<file path="src/rtl/sub32_seq_pkg.sv">
// Shared sizing and FSM encoding for the multi-cycle digit-serial subtractor.
package sub32_seq_pkg;

  localparam int unsigned WIDTH   = 32;
  localparam int unsigned DIGIT_W = 8;
  localparam int unsigned N       = WIDTH / DIGIT_W;
  localparam int unsigned CNT_W   = (N > 1) ? $clog2(N) : 1;

  typedef enum logic [1:0] {
    StIdle = 2'b00,
    StRun  = 2'b01,
    StDone = 2'b10
  } state_e;

endpackage

</file>
<file path="src/rtl/sub32_seq_if.sv">
// Start/done request bus carrying operands in and difference plus flags out.
interface sub32_seq_if #(
  parameter int unsigned Width = 32
);

  logic             start;
  logic [Width-1:0] a;
  logic [Width-1:0] b;
  logic             bin;
  logic             busy;
  logic             done;
  logic [Width-1:0] d;
  logic             bout;
  logic             ovf;
  logic             zero;

  modport master (
    output start, a, b, bin,
    input  busy, done, d, bout, ovf, zero
  );

  modport slave (
    input  start, a, b, bin,
    output busy, done, d, bout, ovf, zero
  );

endinterface

</file>
<file path="src/rtl/sub32_seq_digit_sub.sv">
// Combinational ripple-borrow subtractor over one digit, built from full-subtractor cells.
module digit_sub #(
  parameter int unsigned Width = 8
) (
  input  logic [Width-1:0] a_i,
  input  logic [Width-1:0] b_i,
  input  logic             bin_i,
  output logic [Width-1:0] d_o,
  output logic             bout_o
);

  logic [Width:0] borrow;

  assign borrow[0] = bin_i;

  for (genvar i = 0; i < Width; i++) begin : gen_cell
    assign d_o[i]        = a_i[i] ^ b_i[i] ^ borrow[i];
    assign borrow[i + 1] = (~a_i[i] & b_i[i]) | (~(a_i[i] ^ b_i[i]) & borrow[i]);
  end

  assign bout_o = borrow[Width];

endmodule

</file>
<file path="src/rtl/sub32_seq.sv">
// Digit-serial a - b - bin: one DigitW slice per clock through a shared digit_sub,
// borrow carried in a register between slices.
module sub32_seq
  import sub32_seq_pkg::*;
#(
  parameter int unsigned Width  = WIDTH,
  parameter int unsigned DigitW = DIGIT_W
) (
  input logic        clk,
  input logic        rst,
  sub32_seq_if.slave bus
);

  localparam int unsigned NDig = Width / DigitW;
  localparam int unsigned CntW = (NDig > 1) ? $clog2(NDig) : 1;

  if ((Width % DigitW) != 0) begin : gen_width_chk
    $error("DigitW must divide Width");
  end

  state_e            state_q, state_d;
  logic [CntW-1:0]   cnt_q, cnt_d;
  logic              borrow_q, borrow_d;
  logic [Width-1:0]  a_q, a_d, b_q, b_d, res_q, res_d;
  logic              bout_q, bout_d, ovf_q, ovf_d, zero_q, zero_d;

  int unsigned       slice_idx;
  logic [DigitW-1:0] dig_a, dig_b, dig_d;
  logic              dig_bout;
  logic              last_dig;

  assign slice_idx = 32'(cnt_q) * DigitW;
  assign dig_a     = a_q[slice_idx +: DigitW];
  assign dig_b     = b_q[slice_idx +: DigitW];
  assign last_dig  = (cnt_q == CntW'(NDig - 1));

  digit_sub #(
    .Width(DigitW)
  ) u_digit_sub (
    .a_i   (dig_a),
    .b_i   (dig_b),
    .bin_i (borrow_q),
    .d_o   (dig_d),
    .bout_o(dig_bout)
  );

  always_ff @(posedge clk) begin
    if (rst) begin
      state_q <= StIdle;
    end else begin
      state_q <= state_d;
    end
  end

  always_comb begin
    state_d = state_q;
    unique case (state_q)
      StIdle:  if (bus.start) state_d = StRun;
      StRun:   if (last_dig) state_d = StDone;
      StDone:  state_d = StIdle;
      default: state_d = StIdle;
    endcase
  end

  // Results are only ever written slice by slice; untouched bits keep the prior result.
  always_comb begin
    cnt_d    = cnt_q;
    borrow_d = borrow_q;
    a_d      = a_q;
    b_d      = b_q;
    res_d    = res_q;
    bout_d   = bout_q;
    ovf_d    = ovf_q;
    zero_d   = zero_q;
    unique case (state_q)
      StIdle: begin
        if (bus.start) begin
          a_d      = bus.a;
          b_d      = bus.b;
          borrow_d = bus.bin;
          cnt_d    = '0;
        end
      end
      StRun: begin
        res_d[slice_idx +: DigitW] = dig_d;
        borrow_d                   = dig_bout;
        cnt_d                      = cnt_q + CntW'(1);
        if (last_dig) begin
          bout_d = dig_bout;
          ovf_d  = (a_q[Width-1] ^ b_q[Width-1]) & (a_q[Width-1] ^ res_d[Width-1]);
          zero_d = ~|res_d;
        end
      end
      default: ;
    endcase
  end

  always_ff @(posedge clk) begin
    if (rst) begin
      cnt_q    <= '0;
      borrow_q <= 1'b0;
      a_q      <= '0;
      b_q      <= '0;
      res_q    <= '0;
      bout_q   <= 1'b0;
      ovf_q    <= 1'b0;
      zero_q   <= 1'b0;
    end else begin
      cnt_q    <= cnt_d;
      borrow_q <= borrow_d;
      a_q      <= a_d;
      b_q      <= b_d;
      res_q    <= res_d;
      bout_q   <= bout_d;
      ovf_q    <= ovf_d;
      zero_q   <= zero_d;
    end
  end

  always_comb begin
    bus.busy = (state_q == StRun);
    bus.done = (state_q == StDone);
    bus.d    = res_q;
    bus.bout = bout_q;
    bus.ovf  = ovf_q;
    bus.zero = zero_q;
  end

endmodule

</file>
<file path="src/flat_wrapper.sv">
// flat-port wrapper written by rule: the top's interface ports become plain ports
module sub32_seq_flat import sub32_seq_pkg::*;
#(
  parameter int unsigned Width  = WIDTH,
  parameter int unsigned DigitW = DIGIT_W
)
  (clk, rst, bus_start, bus_a, bus_b, bus_bin, bus_busy, bus_done, bus_d, bus_bout, bus_ovf, bus_zero);
  sub32_seq_if #(.Width(Width)) bus_i ();
  input logic clk;
  input logic rst;
  input wire logic [$bits(bus_i.start)-1:0] bus_start;
  input wire logic [$bits(bus_i.a)-1:0] bus_a;
  input wire logic [$bits(bus_i.b)-1:0] bus_b;
  input wire logic [$bits(bus_i.bin)-1:0] bus_bin;
  output wire logic [$bits(bus_i.busy)-1:0] bus_busy;
  output wire logic [$bits(bus_i.done)-1:0] bus_done;
  output wire logic [$bits(bus_i.d)-1:0] bus_d;
  output wire logic [$bits(bus_i.bout)-1:0] bus_bout;
  output wire logic [$bits(bus_i.ovf)-1:0] bus_ovf;
  output wire logic [$bits(bus_i.zero)-1:0] bus_zero;
  assign bus_i.start = bus_start;
  assign bus_i.a = bus_a;
  assign bus_i.b = bus_b;
  assign bus_i.bin = bus_bin;
  assign bus_busy = bus_i.busy;
  assign bus_done = bus_i.done;
  assign bus_d = bus_i.d;
  assign bus_bout = bus_i.bout;
  assign bus_ovf = bus_i.ovf;
  assign bus_zero = bus_i.zero;
  sub32_seq #(.Width(Width), .DigitW(DigitW)) u_core (.clk(clk), .rst(rst), .bus(bus_i));
endmodule
</file>
<file path="config.mk">
export PLATFORM = sky130hd
export DESIGN_NAME = sub32_seq_flat
export DESIGN_NICKNAME = d
export VERILOG_FILES = /design/src/rtl/sub32_seq_pkg.sv /design/src/rtl/sub32_seq_if.sv /design/src/rtl/sub32_seq_digit_sub.sv /design/src/rtl/sub32_seq.sv /design/src/flat_wrapper.sv
export SDC_FILE = /design/constraint.sdc
export NUM_CORES = 1
export LEC_CHECK = 0
export ABC_AREA = 1
export BUFFER_PORTS_ARGS = -buffer_cell sky130_fd_sc_hd__buf_2
export CELL_PAD_IN_SITES_DETAIL_PLACEMENT = 2
export CELL_PAD_IN_SITES_GLOBAL_PLACEMENT = 2
export CORE_MARGIN = 10
export CORE_UTILIZATION = 31
export CTS_BUF_LIST = sky130_fd_sc_hd__clkbuf_2 sky130_fd_sc_hd__clkbuf_4 sky130_fd_sc_hd__clkbuf_8
export DETAILED_ROUTE_END_ITERATION = 16
export PLACE_DENSITY = 0.91
export SLEW_MARGIN = 25
export SYNTH_ARGS = -nofsm -noshare
export SYNTH_HDL_FRONTEND = slang
export SYNTH_SLANG_ARGS = --single-unit
export TNS_END_PERCENT = 30
</file>
<file path="constraint.sdc">
create_clock -name clk -period 6 [get_ports clk]
set_input_delay 0.3 -clock clk [delete_from_list [all_inputs] [get_ports clk]]
set_output_delay 0.3 -clock clk [all_outputs]
set_load 0.05 [all_outputs]
</file>
Yosys cells after proc, flatten, opt, wreduce, memory -nomap -nowiden
Index checks and enable logic that the tools add are counted.

Bits in registers: 104. Output and inout bits: 37.

Equal/unequal tests: 5. Bitwise gates (word level): 59. Shift operators: 4. $add $sub $neg: 2. Reduce and logical (&&, ||, !) cells: 8. Muxes and demuxes: 8.

Operator list (number): variable part select 32 x 6 -> 8 bit (2); negator 5 -> 34 bit (1); variable shift 8 x 34 -> 32 bit (first input constant) (1); variable part select 8 x 34 -> 32 bit (1); bitwise mux 32 bit (1); OR reduction 32 bit (1); XOR 1 bit (18); AND 1 bit (17); NOT 1 bit (16); bitwise OR 1 bit (8); case mux 2 bit (2 select lines) (2); AND reduction 2 bit (4); two-way mux 2 bit (3); == test 2 bit (second input constant) (2); adder 2 x 1 -> 2 bit (second input constant) (1); == test 2 x 1 -> 1 bit (second input constant) (1); zero test 2 bit (1); != test 2 x 1 -> 1 bit (second input constant) (1); != test 2 bit (second input constant) (1); case mux 1 bit (2 select lines) (1); nonzero test 2 bit (1); zero test 1 bit (1); two-way mux 1 bit (1).

Longest topological paths before layout
Gate-level depths: netlist of the first run.

Word-level depth: 22. Mapped depth: 26. Gate-level depth less buffers: 23.

Modules after synthesis
A second synthesis of the first run with hierarchy kept.

Cell total of the unflattened synthesis: 780. Area, all modules: 5201.2 um^2.

Modules (own cells, without submodules): sub32_seq (area each 4973.5 um^2, seq. area each 2082.0 um^2, cells an instance 754, instances 1); digit_sub (area each 227.7 um^2, seq. area each 0.0 um^2, cells an instance 26, instances 1).

Worst setup path after synthesis of the first run
OpenSTA, ideal clock, no wires.

Path type: register to register. Start point: reg u_core.cnt_q[0]. End point: reg u_core.zero_q, in the netlist u_core.bus.zero. Required time: 5.872 ns. Stages on the path, launching flop included: 27. Setup slack: 1.043 ns. Setup time: 0.128 ns. Arrival: 4.830 ns. Cell sequence: dfxtp_1 -> buf_2 -> inv_1 -> buf_4 -> clkbuf_1 -> nor2_1 -> o22ai_1 -> fa_1 -> inv_1 -> fa_1 -> fa_1 -> fa_1 -> fa_1 -> fa_1 -> fa_1 -> inv_1 -> fa_1 -> nor2_1 -> nand3_1 -> nand2_1 -> nor2_1 -> nand2_1 -> nor2_1 -> nand3_1 -> nor2_1 -> nor2_1 -> nor2_1.

Longest elaborated chain between the ends: 22. Elaborated cells on any way between the ends: 61. Those cells by class: 1 x add/sub; 1 x eq/ne; 4 x shift; 1 x mux; 51 x bitwise; 3 x reduce/logical.

RTL lines: start, declared (RTL line sub32_seq.sv:22) `logic [CntW-1:0] cnt_q, cnt_d;`; start signal, assigned (RTL line sub32_seq.sv:109) `cnt_q <= cnt_d;`; variable part select 32 x 6 -> 8 bit, on equally long branches (RTL line sub32_seq.sv:33, sub32_seq.sv:34); XOR 1 bit (RTL line sub32_seq_digit_sub.sv:17, sub32_seq_digit_sub.sv:18); NOT 1 bit (RTL line sub32_seq_digit_sub.sv:18) `assign borrow[i + 1] = (~a_i[i] & b_i[i]) | (~(a_i[i] ^ b_i[i]) & borrow[i]);`; AND 1 bit (RTL line sub32_seq_digit_sub.sv:18); bitwise OR 1 bit (RTL line sub32_seq_digit_sub.sv:18); AND 1 bit (RTL line sub32_seq_digit_sub.sv:18); bitwise OR 1 bit (RTL line sub32_seq_digit_sub.sv:18); AND 1 bit (RTL line sub32_seq_digit_sub.sv:18); [... 6 more ...]; bitwise OR 1 bit (RTL line sub32_seq_digit_sub.sv:18); AND 1 bit (RTL line sub32_seq_digit_sub.sv:18); bitwise OR 1 bit (RTL line sub32_seq_digit_sub.sv:18); XOR 1 bit (RTL line sub32_seq_digit_sub.sv:17) `assign d_o[i] = a_i[i] ^ b_i[i] ^ borrow[i];`; variable part select 8 x 34 -> 32 bit (RTL line sub32_seq.sv:85) `res_d[slice_idx +: DigitW] = dig_d;`; bitwise mux 32 bit (RTL line sub32_seq.sv:85); OR reduction 32 bit (RTL line sub32_seq.sv:91) `zero_d = ~|res_d;`; zero test 1 bit (RTL line sub32_seq.sv:91); end signal, assigned (RTL line sub32_seq.sv:116) `zero_q <= zero_d;`; end, declared (RTL line sub32_seq.sv:25) `logic bout_q, bout_d, ovf_q, ovf_d, zero_q, zero_d;`.

Parallel ways exist; a longest one is shown, timed or not. A chain may end at the register's enable or synchronous reset.

Worst setup path in the final report of the first run
Start point: reg u_core.cnt_q[1]. End point: reg u_core.zero_q, in the netlist u_core.bus.zero.

Same word-level chain as after synthesis.

==> metrics.cfg, run 1 <==
[run_status]
outcome=finished, final reports clean

[power_and_ir_drop]
p_int_mw=1.07
p_switching_uw=682
ir_worst_vdd_uv=106
power_switching_share_pct=38.9
power_density_mw_per_mm2=300
seqPwrFrac_pct=45.3
comb_power_share_pct=30.3
leakage_nw=2.77
p_clk_share_pct=24.4

[timing]
final-setup-viol-count=0
setup_ws_ps=548
fin_hold_ws_ps=140
timing.final.crit_period_ps=5450
rsz0062_at_grt=no
fmax_mhz=183
finClkSkew_ps=15.8
slew-limit-headroom_pct=37.9
tightestPinTransition_ps=931
fin_crit_sh_pct=90.9
finalHoldViolations=0
slew_viol_final=0
tns_ps=0

[critical_path]
cp_slowest_cell=dfxtp_1
worstSetupEndpointType=register
arrival_ps=5720
crit_path_end=u_core.bus.zero
crit_required_ps=6270
cp_common_cell=fa_1
critPathKind=register to register
cp-startpoint=u_core.cnt_q[1]
rrSetupSlack_ps=550
slowest_delay_ps=680
path_cells=inv_1, buf_4, o21ai_0, o22ai_1, fa_1, fa_1, fa_1, fa_1, fa_1, fa_1, inv_1, fa_1, nor2_1, nand3_1, nand2_1, nor2_1, nand2_1, nor2_1, nand3_1, nor2_1, nor2_1, nor2_1
worst_r2r_endpoint=u_core.bus.zero
crit_fanout=21
critPathLaunchType=register
timing.rr.start=u_core.cnt_q[1]
rr_worst_depth=22

[route]
vias=5127
wl_per_cell_um=18.1
final_antenna_net_count=0
drt_pass1_iterations=5
postRouteWirelength_um=18700
vias_per_cell=4.96
drc=0
dr.first_iter.drc_count=355

[cells_and_area]
insertedDiodeCount=0
layout-drive-gt1-share_pct=16.9
fin_nets=895
most-common-layout-cells=218 x nor2_1, 110 x o21ai_0, 104 x buf_2, 104 x dfxtp_1, 94 x nand2_1
mostFrequentLayoutCell=nor2_1
synthToLayoutAreaGrowth_pct=16.8

[die]
core-area_mm2=0.0159
dieArea_mm2=0.0217
io_pins=105
die_w_um=147
die_y_um=147
row_count=46
start_util_pct=31.6

[clocking]
clockBufferDepth=2
cts_hold_buf=0
clock-sinks=104
numCtsBuffers=9
clkTransAtPathRegs_ps=110
htreeDepth=3
cts_setup_buffers=0
tritoncts=yes
clk_latency_ps=400
cts_resized=0
root_buffer=clkbuf_8

[placement]
post-place-ws_ps=632
io_buffers=104
finalWeightedCongestion=0.878
dp_hpwl_um=14500

[synth]
synth_area_leader_cell=dfxtp_1
synth_xor_xnor_area_share_pct=0
synth.distinct_cells=27
synth-seq-area-share_pct=41.5
postSynth.asyncResetShare_pct=0
synthTopCellsByArea=dfxtp_1 42%, nor2_1 16%, o21ai_0 11%, nand2_1 7.0%, inv_1 4.7%
syn_nets=817
synth_compound_area_share_pct=18.4
synthMuxAreaShare_pct=0
syn_area_per_cell_um2=6.82
netlist_instances=735
ys_ff_latch=104
yosys.area_share.simple_pct=26.7
syn_area_mm2=0.00501
synth_fa_ha_area_share_pct=4.69
synth-edff-count=0
yosys_most_used_dff=dfxtp_1
yosys_warnings=0
synth_top_family_by_area=simple AND/OR/NAND/NOR gates
synth_top_area_share_pct=41.5

[global_routing]
grt_pass1_vias=5632
grt_use_total_pct=17.1
grt_max_degree=79
grt-ovfl-total=0
antenna_found_initial=0
grt_pass1_wl_um=29900

[hold_path]
min_path_type=primary input to register
min_path_cells=3

[flow_run]
max_cap_violations=0

==> worst max-delay path: cells and delay by family (launching register included) <==
kind	cells	cell delay, ps
simple gates	10	880
compound gates	2	260
buf+inv	3	610
fa+ha+maj	7	2880
flops	1	680
==> cells in the mapped netlist (3+ instances only) <==
| library cell | number |
|---|---|
| nand3_2 | 3 |
| a21oi_1 | 18 |
| fa_1 | 8 |
| ha_1 | 6 |
| o21ai_1 | 7 |
| a32o_1 | 7 |
| nand2_1 | 94 |
| o211ai_1 | 13 |
| inv_1 | 63 |
| nor2_1 | 219 |
| buf_2 | 9 |
| o22ai_1 | 8 |
| dfxtp_1 | 104 |
| clkbuf_1 | 31 |
| o21ai_0 | 110 |
| nand3_1 | 20 |
==> stage by stage <==
stage                     total power [mW]  cells  utilization, %  instance area (µm²)
after floorplan                       1.16    735               -                 5010
after detailed placement              1.35   1018            35.7                 5680
after CTS                             1.77   1034            36.8                 5850
after global placement                1.32   1018            35.7                 5680
final                                 1.75   1034            36.8                 5850
after global routing                  1.86   1034            36.8                 5850
==> worst min path at each step <==
| stage | startpoint | end | slack, ps |
|---|---|---|---|
| 2_1_floorplan | bus_a[25] | u_core.a_q[25] | 450 |
| 3_3_place_gp | u_core.bus.bout | u_core.bus.bout | 460 |
| 3_5_place_dp | u_core.b_q[16] | u_core.b_q[16] | 480 |
| 4_1_cts | bus_a[29] | u_core.a_q[29] | 120 |
| 5_1_grt | bus_b[2] | u_core.b_q[2] | 140 |
| 6_report | bus_a[29] | u_core.a_q[29] | 140 |
==> power groups by stage <==
| stage | clock, mW | combinational (mW) | sequential [mW] |
|---|---|---|---|
| floorplan | 0 | 0.300 | 0.861 |
| global placement | 0 | 0.509 | 0.808 |
| detailed placement | 0 | 0.534 | 0.811 |
| CTS | 0.441 | 0.537 | 0.796 |
| global route | 0.472 | 0.590 | 0.802 |
| finish | 0.428 | 0.532 | 0.795 |
==> logic make-up (layout without fill, tap and decap cells) <==
group           after synthesis  in the layout
fa+ha+maj                    14             14
compound gates              167            167
buf+inv                     109            192
simple gates                341            341
flops                       104            104
==> layout make-up <==
class / count / area (µm²)
Clock inverter: 6 / 43.8
Clock buffer: 10 / 131
Multi-Input combinational cell: 522 / 2510
Inverter: 65 / 245
Fill cell: 2004 / 10000
Tap cell: 216 / 270
Timing Repair Buffer: 111 / 573
Sequential cell: 104 / 2080
==> layer usage <==
metal	vias up	track usage, %	wire length [µm]
met1	2485	19.9	8110
li1	2514	-	-
met5	-	0	0
met3	29	3.22	668
met2	99	29.8	9440
met4	0	7.48	465
==> flip-flops by register name, indices dropped and copies added (netlist names) <==
| name | flops |
|---|---|
| u_core.cnt_q | 2 |
| u_core.bus.ovf | 1 |
| u_core.a_q | 32 |
| u_core.bus.zero | 1 |
| u_core.borrow_q | 1 |
| u_core.bus.bout | 1 |
| u_core.b_q | 32 |
| u_core.bus.d | 32 |
| u_core.state_q | 2 |
No activity file was read; power rests on OpenSTA's default activity.
==> run 2, diff against run 1 <==
--- a/config.mk
+++ b/config.mk
@@ -9,7 +9,7 @@
 export BUFFER_PORTS_ARGS = -buffer_cell sky130_fd_sc_hd__buf_2
 export CELL_PAD_IN_SITES_DETAIL_PLACEMENT = 2
 export CELL_PAD_IN_SITES_GLOBAL_PLACEMENT = 2
-export CORE_MARGIN = 10
+export CORE_MARGIN = 1.5
 export CORE_UTILIZATION = 31
 export CTS_BUF_LIST = sky130_fd_sc_hd__clkbuf_2 sky130_fd_sc_hd__clkbuf_4 sky130_fd_sc_hd__clkbuf_8
 export DETAILED_ROUTE_END_ITERATION = 16
==> run 2 against run 1 <==
Worst hold slack worse by 16 ps. Cell area up 0.41%. Sequential cell count unchanged. Register-to-register slack better by 50 ps. Wire length down 3.9%. Sequential share of layout area down 0.14 points.
==> metrics.cfg, run 2 (same netlist as run 1, synthesis figures left out) <==
[clocking]
cts_setup_buffers=0
clkTransAtPathRegs_ps=110
clk_latency_ps=410
cts_hold_buf=0
htreeDepth=3
cts_resized=0
root_buffer=clkbuf_8
clockBufferDepth=2
tritoncts=yes
clock-sinks=104
numCtsBuffers=9

[timing]
finClkSkew_ps=18.9
final-setup-viol-count=0
rsz0062_at_grt=no
tightestPinTransition_ps=906
slew_viol_final=0
tns_ps=0
finalHoldViolations=0
slew-limit-headroom_pct=39.5
timing.final.crit_period_ps=5400
fin_crit_sh_pct=90.0
fmax_mhz=185

[global_routing]
grt_pass1_vias=5535
grt-ovfl-total=0
grt_max_degree=79
grt_use_total_pct=22.5
grt_pass1_wl_um=29100
antenna_found_initial=0

[placement]
finalWeightedCongestion=0.869
place_area_mm2=0.00568
io_buffers=104
dp_hpwl_um=13300

[power_and_ir_drop]
p_clk_share_pct=25.3
p_switching_uw=695
power_switching_share_pct=39.1
seqPwrFrac_pct=44.8
comb_power_share_pct=29.9
leakage_nw=2.79
power_density_mw_per_mm2=302
p_int_mw=1.08
ir_worst_vdd_uv=113

[cells_and_area]
most-common-layout-cells=218 x nor2_1, 110 x o21ai_0, 104 x buf_2, 104 x dfxtp_1, 94 x nand2_1
synthToLayoutAreaGrowth_pct=17.2
mostFrequentLayoutCell=nor2_1
layout-drive-gt1-share_pct=17.0
insertedDiodeCount=0
fin_nets=896
stdcell_area_mm2=0.00588

[hold_path]
worstHoldEndpoint=u_core.a_q[30]
min_path_type=primary input to register
min_path_cells=3
hold_start=bus_a[30]

[critical_path]
critPathKind=register to register
rr_worst_depth=23
rrSetupSlack_ps=600
critPathLaunchType=register
arrival_ps=5680
worst_r2r_endpoint=u_core.bus.zero
worstSetupEndpointType=register
crit_fanout=45
timing.rr.start=u_core.cnt_q[0]
crit_required_ps=6280

[route]
vias=5144
drc=0
drt_pass1_iterations=4
dr.first_iter.drc_count=203
wl_per_cell_um=17.3
final_antenna_net_count=0
postRouteWirelength_um=17900
vias_per_cell=4.97

[run_status]
outcome=finished, final reports clean

[die]
die_y_um=130
dieArea_mm2=0.0169
io_pins=105
start_util_pct=31.7
die_w_um=130
core-area_mm2=0.0158
row_count=46

[flow_run]
max_cap_violations=0

[run 2: cell types whose count changed in the layout (fill, tap and decap cells not counted), sizes merged]
cell      delta
buf          +1
clkinvlp     -1
clkinv       -1
inv          +2
[run 2: how the worst max path moves through the flow]
stage               startpoint               to  slack (ps)
3_5_place_dp   u_core.cnt_q[0]  u_core.bus.zero         740
3_3_place_gp   u_core.cnt_q[0]  u_core.bus.zero         940
4_1_cts        u_core.cnt_q[0]  u_core.bus.zero         630
5_1_grt        u_core.cnt_q[0]  u_core.bus.zero         290
2_1_floorplan  u_core.cnt_q[0]  u_core.bus.zero        1040
6_report       u_core.cnt_q[0]  u_core.bus.zero         600
[run 2: layout make-up]
cell class | instances | area, µm²
clock buffers | 10 | 131
clock inverters | 6 | 60.1
fillers | 1951 | 9950
inverters | 65 | 245
multi-input cells | 522 | 2510
flip-flops and latches | 104 | 2080
well taps | 216 | 270
repair buffers | 112 | 581
[run 2: routing by layer]
layer / GRT usage (%) / share of wire, % / up-vias
li1: - / - / 2517
met1: 27.1 / 44 / 2485
met2: 39.6 / 50 / 103
met3: 3.77 / 2.6 / 39
met4: 9.35 / 3.4 / 0
met5: 0 / 0 / -
[run 2: stage by stage]
step / util [%] / power [mW] / setup WS, ps / instances / hold slack [ps]
floorplan: - / 1.16 / 1040 / 735 / 449
global placement: 35.9 / 1.31 / 940 / 1019 / 461
detailed placement: 35.9 / 1.34 / 737 / 1019 / 489
CTS: 37.1 / 1.79 / 634 / 1035 / 112
global route: 37.1 / 1.89 / 292 / 1035 / 137
finish: 37.1 / 1.78 / 600 / 1035 / 124
[run 2: power by group through the flow]
stage	sequential, mW	clock [mW]	combinational, mW
finish	0.795	0.450	0.531
global route	0.803	0.490	0.594
CTS	0.796	0.464	0.535
detailed placement	0.811	0	0.525
global placement	0.808	0	0.500
floorplan	0.861	0	0.300
[run 2: critical path, stage by stage (launching register included)]
cell and delay (ps):
dfxtp_1 350, buf_4 430, o21ai_0 180, o22ai_1 230, fa_1 210, inv_1 50
fa_1 390, fa_1 390, fa_1 390, fa_1 390, fa_1 410, fa_1 380
inv_1 90, fa_1 400, nor2_1 220, nand3_1 130, nand2_1 160, nor2_1 80
nand2_1 80, nor2_1 50, nand3_1 90, nor2_1 60, nor2_1 80, nor2_1 40
